==> src/rtl/aes_pkg.sv <==
// Shared AES definitions: segment encoding, paging width, state state/message transpose.
package aes_pkg;

  localparam int PAGE_W = 2;

  localparam logic [6:0] SEG_BLANK = 7'h7F;

  // Active-low segments, bit6..bit0 = g..a, indexed by nibble value.
  localparam logic [6:0] SEG_TABLE [0:15] = '{
    7'h40, 7'h79, 7'h24, 7'h30, 7'h19, 7'h12, 7'h02, 7'h78,
    7'h00, 7'h10, 7'h08, 7'h03, 7'h46, 7'h21, 7'h06, 7'h0E
  };

  typedef enum logic {
    ST_EMPTY = 1'b0,
    ST_SHOW  = 1'b1
  } pager_state_t;

  // A 4x4 byte transpose is its own inverse, so one function serves both directions.
  function automatic logic [0:127] transpose_state(input logic [0:127] i_blk);
    logic [0:127] r_out;
    r_out = '0;
    for (int r = 0; r < 4; r++) begin
      for (int c = 0; c < 4; c++) begin
        r_out[8*(4*c+r) +: 8] = i_blk[8*(4*r+c) +: 8];
      end
    end
    return r_out;
  endfunction

endpackage

==> src/rtl/hex_to_seg7.sv <==
// Nibble to active-low seven-segment decoder.
module hex_to_seg7
  import aes_pkg::*;
(
  input  logic [3:0] i_nib,
  output logic [6:0] o_seg
);

  assign o_seg = SEG_TABLE[i_nib];

endmodule

==> src/rtl/hex_result_pager.sv <==
// Captures the AES result state, restores message byte order and pages it onto HEX7..HEX0.
module hex_result_pager
  import aes_pkg::*;
#(
  parameter int unsigned DWELL_CYCLES = 8000000
) (
  input  logic              clock,
  input  logic              resetN,
  input  logic              done,
  input  logic [0:127]      stateIn,
  input  logic              nextPage,
  input  logic              autoScroll,
  output logic [0:127]      messageOut,
  output logic              valid,
  output logic [PAGE_W-1:0] page,
  output logic [6:0]        HEX0,
  output logic [6:0]        HEX1,
  output logic [6:0]        HEX2,
  output logic [6:0]        HEX3,
  output logic [6:0]        HEX4,
  output logic [6:0]        HEX5,
  output logic [6:0]        HEX6,
  output logic [6:0]        HEX7
);

  localparam int CNT_W = (DWELL_CYCLES > 2) ? $clog2(DWELL_CYCLES) : 1;
  localparam logic [CNT_W-1:0] CNT_TC = CNT_W'(DWELL_CYCLES - 1);

  pager_state_t      r_state;
  pager_state_t      w_state_nxt;
  logic              r_done_q;
  logic              r_np_s1;
  logic              r_np_s2;
  logic              r_np_q;
  logic [0:127]      r_msg;
  logic [PAGE_W-1:0] r_page;
  logic [PAGE_W-1:0] w_page_nxt;
  logic [CNT_W-1:0]  r_cnt;
  logic [CNT_W-1:0]  w_cnt_nxt;
  logic              w_capture;
  logic              w_np_rise;
  logic              w_dwell_tc;
  logic [6:0]        r_hex [8];
  logic [6:0]        w_seg [8];
  logic [3:0]        w_nib [8];

  assign w_capture  = done & ~r_done_q;
  assign w_np_rise  = r_np_s2 & ~r_np_q;
  assign w_dwell_tc = autoScroll && (r_cnt == CNT_TC);

  // Edge detect on done and two-flop synchronizer for the asynchronous button.
  always_ff @(posedge clock or negedge resetN) begin
    if (!resetN) begin
      r_done_q <= 1'b0;
      r_np_s1  <= 1'b0;
      r_np_s2  <= 1'b0;
      r_np_q   <= 1'b0;
    end else begin
      r_done_q <= done;
      r_np_s1  <= nextPage;
      r_np_s2  <= r_np_s1;
      r_np_q   <= r_np_s2;
    end
  end

  always_ff @(posedge clock or negedge resetN) begin
    if (!resetN) begin
      r_state <= ST_EMPTY;
      r_page  <= '0;
      r_cnt   <= '0;
    end else begin
      r_state <= w_state_nxt;
      r_page  <= w_page_nxt;
      r_cnt   <= w_cnt_nxt;
    end
  end

  // Capture outranks paging; a button edge and a dwell expiry together advance once.
  always_comb begin
    w_state_nxt = r_state;
    w_page_nxt  = r_page;
    w_cnt_nxt   = r_cnt;
    if (w_capture) begin
      w_state_nxt = ST_SHOW;
      w_page_nxt  = '0;
      w_cnt_nxt   = '0;
    end else if (r_state == ST_SHOW) begin
      if (w_np_rise || w_dwell_tc) begin
        w_page_nxt = r_page + 1'b1;
        w_cnt_nxt  = '0;
      end else if (autoScroll) begin
        w_cnt_nxt = r_cnt + 1'b1;
      end else begin
        w_cnt_nxt = '0;
      end
    end
  end

  always_ff @(posedge clock or negedge resetN) begin
    if (!resetN) begin
      r_msg <= '0;
    end else if (w_capture) begin
      r_msg <= transpose_state(stateIn);
    end
  end

  // Digit g covers nibble 8*page+g; digit 0 drives HEX7 (high nibble of the page's first byte).
  for (genvar g = 0; g < 8; g++) begin : g_digit
    logic [6:0] w_idx;
    assign w_idx    = {r_page, 3'(g), 2'b00};
    assign w_nib[g] = r_msg[w_idx +: 4];

    hex_to_seg7 u_seg (
      .i_nib (w_nib[g]),
      .o_seg (w_seg[g])
    );
  end

  always_ff @(posedge clock or negedge resetN) begin
    if (!resetN) begin
      for (int i = 0; i < 8; i++) r_hex[i] <= SEG_BLANK;
    end else begin
      for (int i = 0; i < 8; i++) begin
        r_hex[i] <= (r_state == ST_SHOW) ? w_seg[i] : SEG_BLANK;
      end
    end
  end

  assign messageOut = r_msg;
  assign valid      = (r_state == ST_SHOW);
  assign page       = r_page;
  assign HEX7       = r_hex[0];
  assign HEX6       = r_hex[1];
  assign HEX5       = r_hex[2];
  assign HEX4       = r_hex[3];
  assign HEX3       = r_hex[4];
  assign HEX2       = r_hex[5];
  assign HEX1       = r_hex[6];
  assign HEX0       = r_hex[7];

endmodule

==> config.mk <==
export PLATFORM = sky130hd
export DESIGN_NAME = hex_result_pager
export DESIGN_NICKNAME = d
export VERILOG_FILES = /design/src/rtl/aes_pkg.sv /design/src/rtl/hex_to_seg7.sv /design/src/rtl/hex_result_pager.sv
export SDC_FILE = /design/constraint.sdc
export NUM_CORES = 1
export LEC_CHECK = 0
export CAP_MARGIN = 40
export CORE_AREA = 2 2 159 161
export CTS_CLUSTER_DIAMETER = 40
export DETAILED_ROUTE_END_ITERATION = 8
export DIE_AREA = 0 0 161 163
export PLACE_DENSITY = 0.76
export SYNTH_ARGS = -nofsm -noshare
export SYNTH_HDL_FRONTEND = slang
export SYNTH_SLANG_ARGS = --single-unit
==> constraint.sdc <==
create_clock -name clock -period 2.78 [get_ports clock]
set_input_delay 0.417 -clock clock [delete_from_list [all_inputs] [get_ports clock]]
set_output_delay 0.417 -clock clock [all_outputs]
set_load 0.02 [all_outputs]
======== Word level (Yosys, flattened, before mapping) ========
Memories as Yosys holds them, arrays and structs flattened.
Index checks and enable logic that the tools add are counted.
Widths: inputs -> output; s select.
cells by class
  multiply operators ...................... 0
  reduce and logical (&&, ||, !) cells .... 5
  muxes and demuxes ....................... 31
  add/subtract/negate cells ............... 2
  bitwise logic cells ..................... 20
  magnitude comparators ................... 8
  eq/ne operators ......................... 1
  div/mod/pow operators ................... 0
  shift operators ......................... 8
operators with widths
  kind                   count
  $shiftx 128x8->129     8
  $mux 7                 24
  $mux 23                4
  $not 7->8              8
  $ge 5x5->1 const B     8
  $not 4->5              8
  $add 23x1->23 const B  1
  $eq 23x23->1 const B   1
  $mux 2                 3
  $reduce_bool 2->1      2
  $add 2x1->2 const B    1
  $and 1x1->1            2
  $not 1->1              2
  $reduce_and 2->1       1
  $logic_and 1x1->1      1
  $logic_or 1x1->1       1
word-level totals
  output and inout port bits .............. 187
  bits in latches ......................... 0
  bits in registers ....................... 214
  ROM bits ................................ 896
  memories kept ........................... 8
  RAM bits ................................ 0
memory list
  name             words  width  rd ports  clocked after memory_dff  wr ports  line              RTL
  (no name shown)  16     7      1         0                         0         hex_to_seg7.sv:9  assign o_seg = SEG_TABLE[i_nib];
  (no name shown)  16     7      1         0                         0         hex_to_seg7.sv:9
  (no name shown)  16     7      1         0                         0         hex_to_seg7.sv:9
  (no name shown)  16     7      1         0                         0         hex_to_seg7.sv:9
  (no name shown)  16     7      1         0                         0         hex_to_seg7.sv:9
  (no name shown)  16     7      1         0                         0         hex_to_seg7.sv:9
  2 more memories  n/a    n/a    n/a       n/a                       n/a       n/a

======== Longest topological paths before layout ========
  depth after elaboration ................. 7
  depth in mapped cells ................... 10
  depth with buffers taken out ............ 7

======== Hierarchy ========
Synthesis repeated with hierarchy kept, for this count alone.
second synthesis, totals
  cells, all modules ...................... 1137
  area total of the unflattened synthesis .. 11184.5 um^2
by module, submodules not included
  module                               seq. area each (um^2)  instances  area each (um^2)  cells each
  hex_result_pager                     5425.2                 1          8988.6            880
  hex_to_seg7 at g_digit[1].u_seg ...  0.0                    7          275.3             32
  hex_to_seg7 at g_digit[0].u_seg      0.0                    1          269.0             33

======== Worst setup path before layout ========
Ideal clock, no wire load.
  path kind ............................... register to register
  from .................................... register r_page[0], in the netlist page[0]
  to ...................................... register r_hex (netlist bit HEX0[3])
  cell stages (with the launch flop) ...... 10
  data required time ...................... 2.699 ns
  buffers on the path ..................... 3
  data arrival time ....................... 2.361 ns
  clock period less this slack ............ 2.443 ns
  slack ................................... 0.337 ns
  setup time .............................. 0.081 ns
  cell sequence ........................... dfrtp_1 -> buf_6 -> buf_12 -> buf_6 -> mux4_2 -> inv_1 -> ha_1 -> inv_1 -> mux4_2 -> nand2b_1
on the way
  longest elaborated chain between the ends .. 7
RTL lines
  element                                    line                     RTL
  from (decl)                                hex_result_pager.sv:36   logic [PAGE_W-1:0] r_page;
  from (signal assigned)                     hex_result_pager.sv:73   r_page <= w_page_nxt;
  $not 7->8 (implied by the code)            hex_result_pager.sv:111  assign w_nib[g] = r_msg[w_idx +: 4];
  $shiftx 128x8->129                         hex_result_pager.sv:111
  $not 4->5 (implied by the code)            hex_to_seg7.sv:9
  $mem_v2 16x7                               n/a
  $mux 7 (implied by the code) (2 in a row)  hex_to_seg7.sv:9
  $mux 7                                     hex_result_pager.sv:124  r_hex[i] <= (r_state == ST_SHOW) ? w_seg[i] : SEG_BLANK;
  to (signal, indexed assignment)            hex_result_pager.sv:124
  to (decl)                                  hex_result_pager.sv:43   logic [6:0] r_hex [8];
No other way between the ends. The select of a mux whose other input is x is not followed.
A chain may end at the register's enable or synchronous reset.

======== Final worst setup path ========
  from .................................... register r_state, in the netlist valid
  to ...................................... output valid
RTL lines
  element                 line                    RTL
  from (decl)             hex_result_pager.sv:29  pager_state_t r_state;
  from (signal assigned)  hex_result_pager.sv:72  r_state <= w_state_nxt;
  to (decl)               hex_result_pager.sv:14  output logic valid,
No word-level cell between the ends.

==> impl_results.md <==
- Final hold violations: 0
- Power Density: 813 nW/um2
- FP Rows: 58
- CTS sink cnt: 214
- Die width: 161 um
- #FFs+latches synth: 214
- Startpoint Class: register
- Nets: 1619
- Pre-antenna DRT Iters: 7
- Crit-path cells: buf_4 > clkdlybuf4s50_1
- Status: completed
- CTS clock-pin slew for the worst setup and hold paths: 0.06 ns
- DRT antenna net count: 0
- Clock Skew: 0.00910 ns
- Slowest cell on crit path: clkdlybuf4s50_1
- Period utilization: 87.2%
- Final Max Slew Viols: 0
- Final Power: 12600 uW
- Drt wl/cell: 17.3 um
- Clk Latency, worst-skew pair: 0.54 ns
- Post-route DRC: 0
- Sequential-to-total area share from yosys stat: 49.7%
- Post_cts resized: 0
- Setup TNS: 0 ns
- WP buf/inv: 2
- Yosys cell types: 53
- Initial DRC count: 716
- Clock Tree Root: clkbuf_16
- Asr flop ratio synth: 100%
- EDFF count, synth: 0
- Core Footprint: 24700 um2
- Initial Util: 44.2%
- Initial antenna violation count: 2
- Avg Cell Area, Syn: 9.63 um2
- Post-Syn Area: 10900 um2
- Die height: 163 um
- CTS Buf Count: 31
- Setup violators final: 0
- Overall routed net length: 31.1 mm
- Worst-Margin Slew: 0.632 ns
- GRT Total Usage: 23.6%
- Area grow syn2layout: 41.7%
- CP arrival: 2.01 ns
- HP Class: in2reg
- Setup crit end kind: output pin
- Mapped Cells: 1133
- Top_reg_cell synth: dfrtp_1
- Worst hold slack: 0.325 ns
- Port Buf Inserts: 319
- Net Count, Synth: 1315
- First-pass GRT wire length: 49.3 mm
- Rel. slew slack: 57.5%
- CP delay by family, top: buffers and inverters
- Yosys Warn Count: 0
- CTS tree: yes
- Vias in the first global route: 8986
- Layout cell share with drive strength beyond 1: 12.4%
- Req. time, crit path: 2.36 ns
- MaxCap Viol Count: 0
- CP peak stage delay: 0.72 ns
- # IOs: 320
- Lkg Pwr: 0.00700 uW
- Via density: 5.11
- H-tree levels: 1
- Setup bufs post-CTS: 0
- Maximum VDD drop: 0.434 mV
- Post-cts hold buffer count: 1
- Largest net degree at the start of global routing: 133
- Setup WS post-layout: 0.357 ns
- Place WS: 0.418 ns
- Max Fclk: 0.413 GHz
- Post-DP HPWL: 21.9 mm
- Max clock buf depth: 3
- CP Max Fanout: 30
- RD Place Congestion: 0.866
- Via Count: 9162
- Critical path type: reg2out
- Unrepaired setup endpoints after global routing: no
- Global route overflow: 0
- Die Area: 26200 um2
- Fin crit period: 2.42 ns
[metrics by stage]
step	instances	util, %	cell area (um2)
3_3_place_gp	1732	58.2	14400
2_1_floorplan	1133	-	10900
4_1_cts	1791	62.6	15500
5_1_grt	1792	62.6	15500
6_report	1792	62.6	15500
3_5_place_dp	1733	58.2	14400
[area by class of cell]
type | instances | area [um2]
Fill cell | 2075 | 9220
Sequential cell | 214 | 5430
Multi-Input combinational cell | 821 | 4990
Timing Repair Buffer | 335 | 3410
Clock buffer | 37 | 838
Tap cell | 330 | 413
Clock inverter | 20 | 240
Inverter | 34 | 128
Antenna cell | 1 | 2.50
[metal layers]
layer / GRT usage [%] / up-vias / wire length [um]
met5: 0 / - / 12
met4: 7.51 / 2 / 903
met3: 5.02 / 63 / 2010
met2: 38.4 / 331 / 14900
met1: 31.8 / 4380 / 13300
li1: - / 4386 / -
[path summary, 6_finish.rpt]
kind,from,to,slack (ns),depth (start not counted)
setup / recovery,valid$_DFFE_PN0P_,valid,0.36,2
hold / removal,nextPage,r_np_s1$_DFF_PN0_,0.32,1
setup reg to reg,page[1]$_DFFE_PN0P_,HEX0[3]$_DFF_PN1_,0.48,7
hold reg to reg,r_np_s1$_DFF_PN0_,r_np_s2$_DFF_PN0_,0.35,0
max in group asynchronous,resetN,HEX0[0]$_DFF_PN1_,1.54,3
min in group asynchronous,resetN,messageOut[43]$_DFFE_PN0P_,0.48,2
[registers in the layout (all words and copies together) (netlist names)]
name        cells
messageOut    128
r_cnt          23
HEX0            7
HEX1            7
HEX2            7
HEX3            7
HEX4            7
HEX5            7
HEX6            7
HEX7            7
page            2
r_done_q        1
r_np_q          1
r_np_s1         1
r_np_s2         1
valid           1
[layout by cell type, fill, tap and decap left out, drive strengths merged, types with 12 or more instances in the layout]
cell type and instances:
a211oi 12, a21oi 34, buf 16, clkbuf 37, clkdlybuf4s50 318, dfrtp 158
dfstp 56, ha 49, inv 35, mux4 35, nand2 452, nand3 18
nor2 31, o211ai 15, o21ai 52
[synth_stat cells, types with 6 or more instances]
library cell,number,share of area (%)
inv_1,33,1.1
a21boi_0,8,0.55
clkbuf_1,37,1.3
o211ai_1,15,1.0
xor2_1,8,0.64
ha_1,49,5.6
mux2i_1,9,0.83
nand3b_1,7,0.48
nand4_1,7,0.40
or2b_1,7,0.48
buf_6,10,1.0
o21ai_0,49,2.2
dfstp_2,56,13
a21o_1,9,0.62
a21oi_1,33,1.5
nor2b_1,7,0.40
nand2_1,452,16
nand3_1,18,0.83
dfrtp_1,158,36
buf_4,7,0.48
a211oi_2,7,0.80
nor2_1,29,1.0
and2b_1,6,0.41
mux4_2,33,6.8
nand2b_1,8,0.46
buf_2,6,0.28
[power breakdown]
group          switching (uW)  internal [uW]  total, uW
logic                    2320           1990       4310
registers                 340           3940       4280
clock network            1450           2530       3980
[cells by family (layout without fill, tap and decap cells)]
group,Yosys count,count (layout),share of synthesized area [%]
AO/OA/AOI/OAI,158,158,9.83
flip-flops,214,214,49.7
buffers and inverters,98,426,4.63
other,0,1,0
multiplexers,44,44,8.12
XOR/XNOR,8,8,0.642
adder cells (fa/ha/maj),49,49,5.62
AND/OR/NAND/NOR,562,562,21.4
[worst register-to-register path: cells and delay by family (launching register included)]
kind                     cells  cell delay, ns
multiplexers                 2            0.83
flip-flops                   1            0.60
buffers and inverters        3            0.45
adder cells (fa/ha/maj)      1            0.17
AND/OR/NAND/NOR              1            0.15
Note: power is estimated with default switching activity, not from simulation.
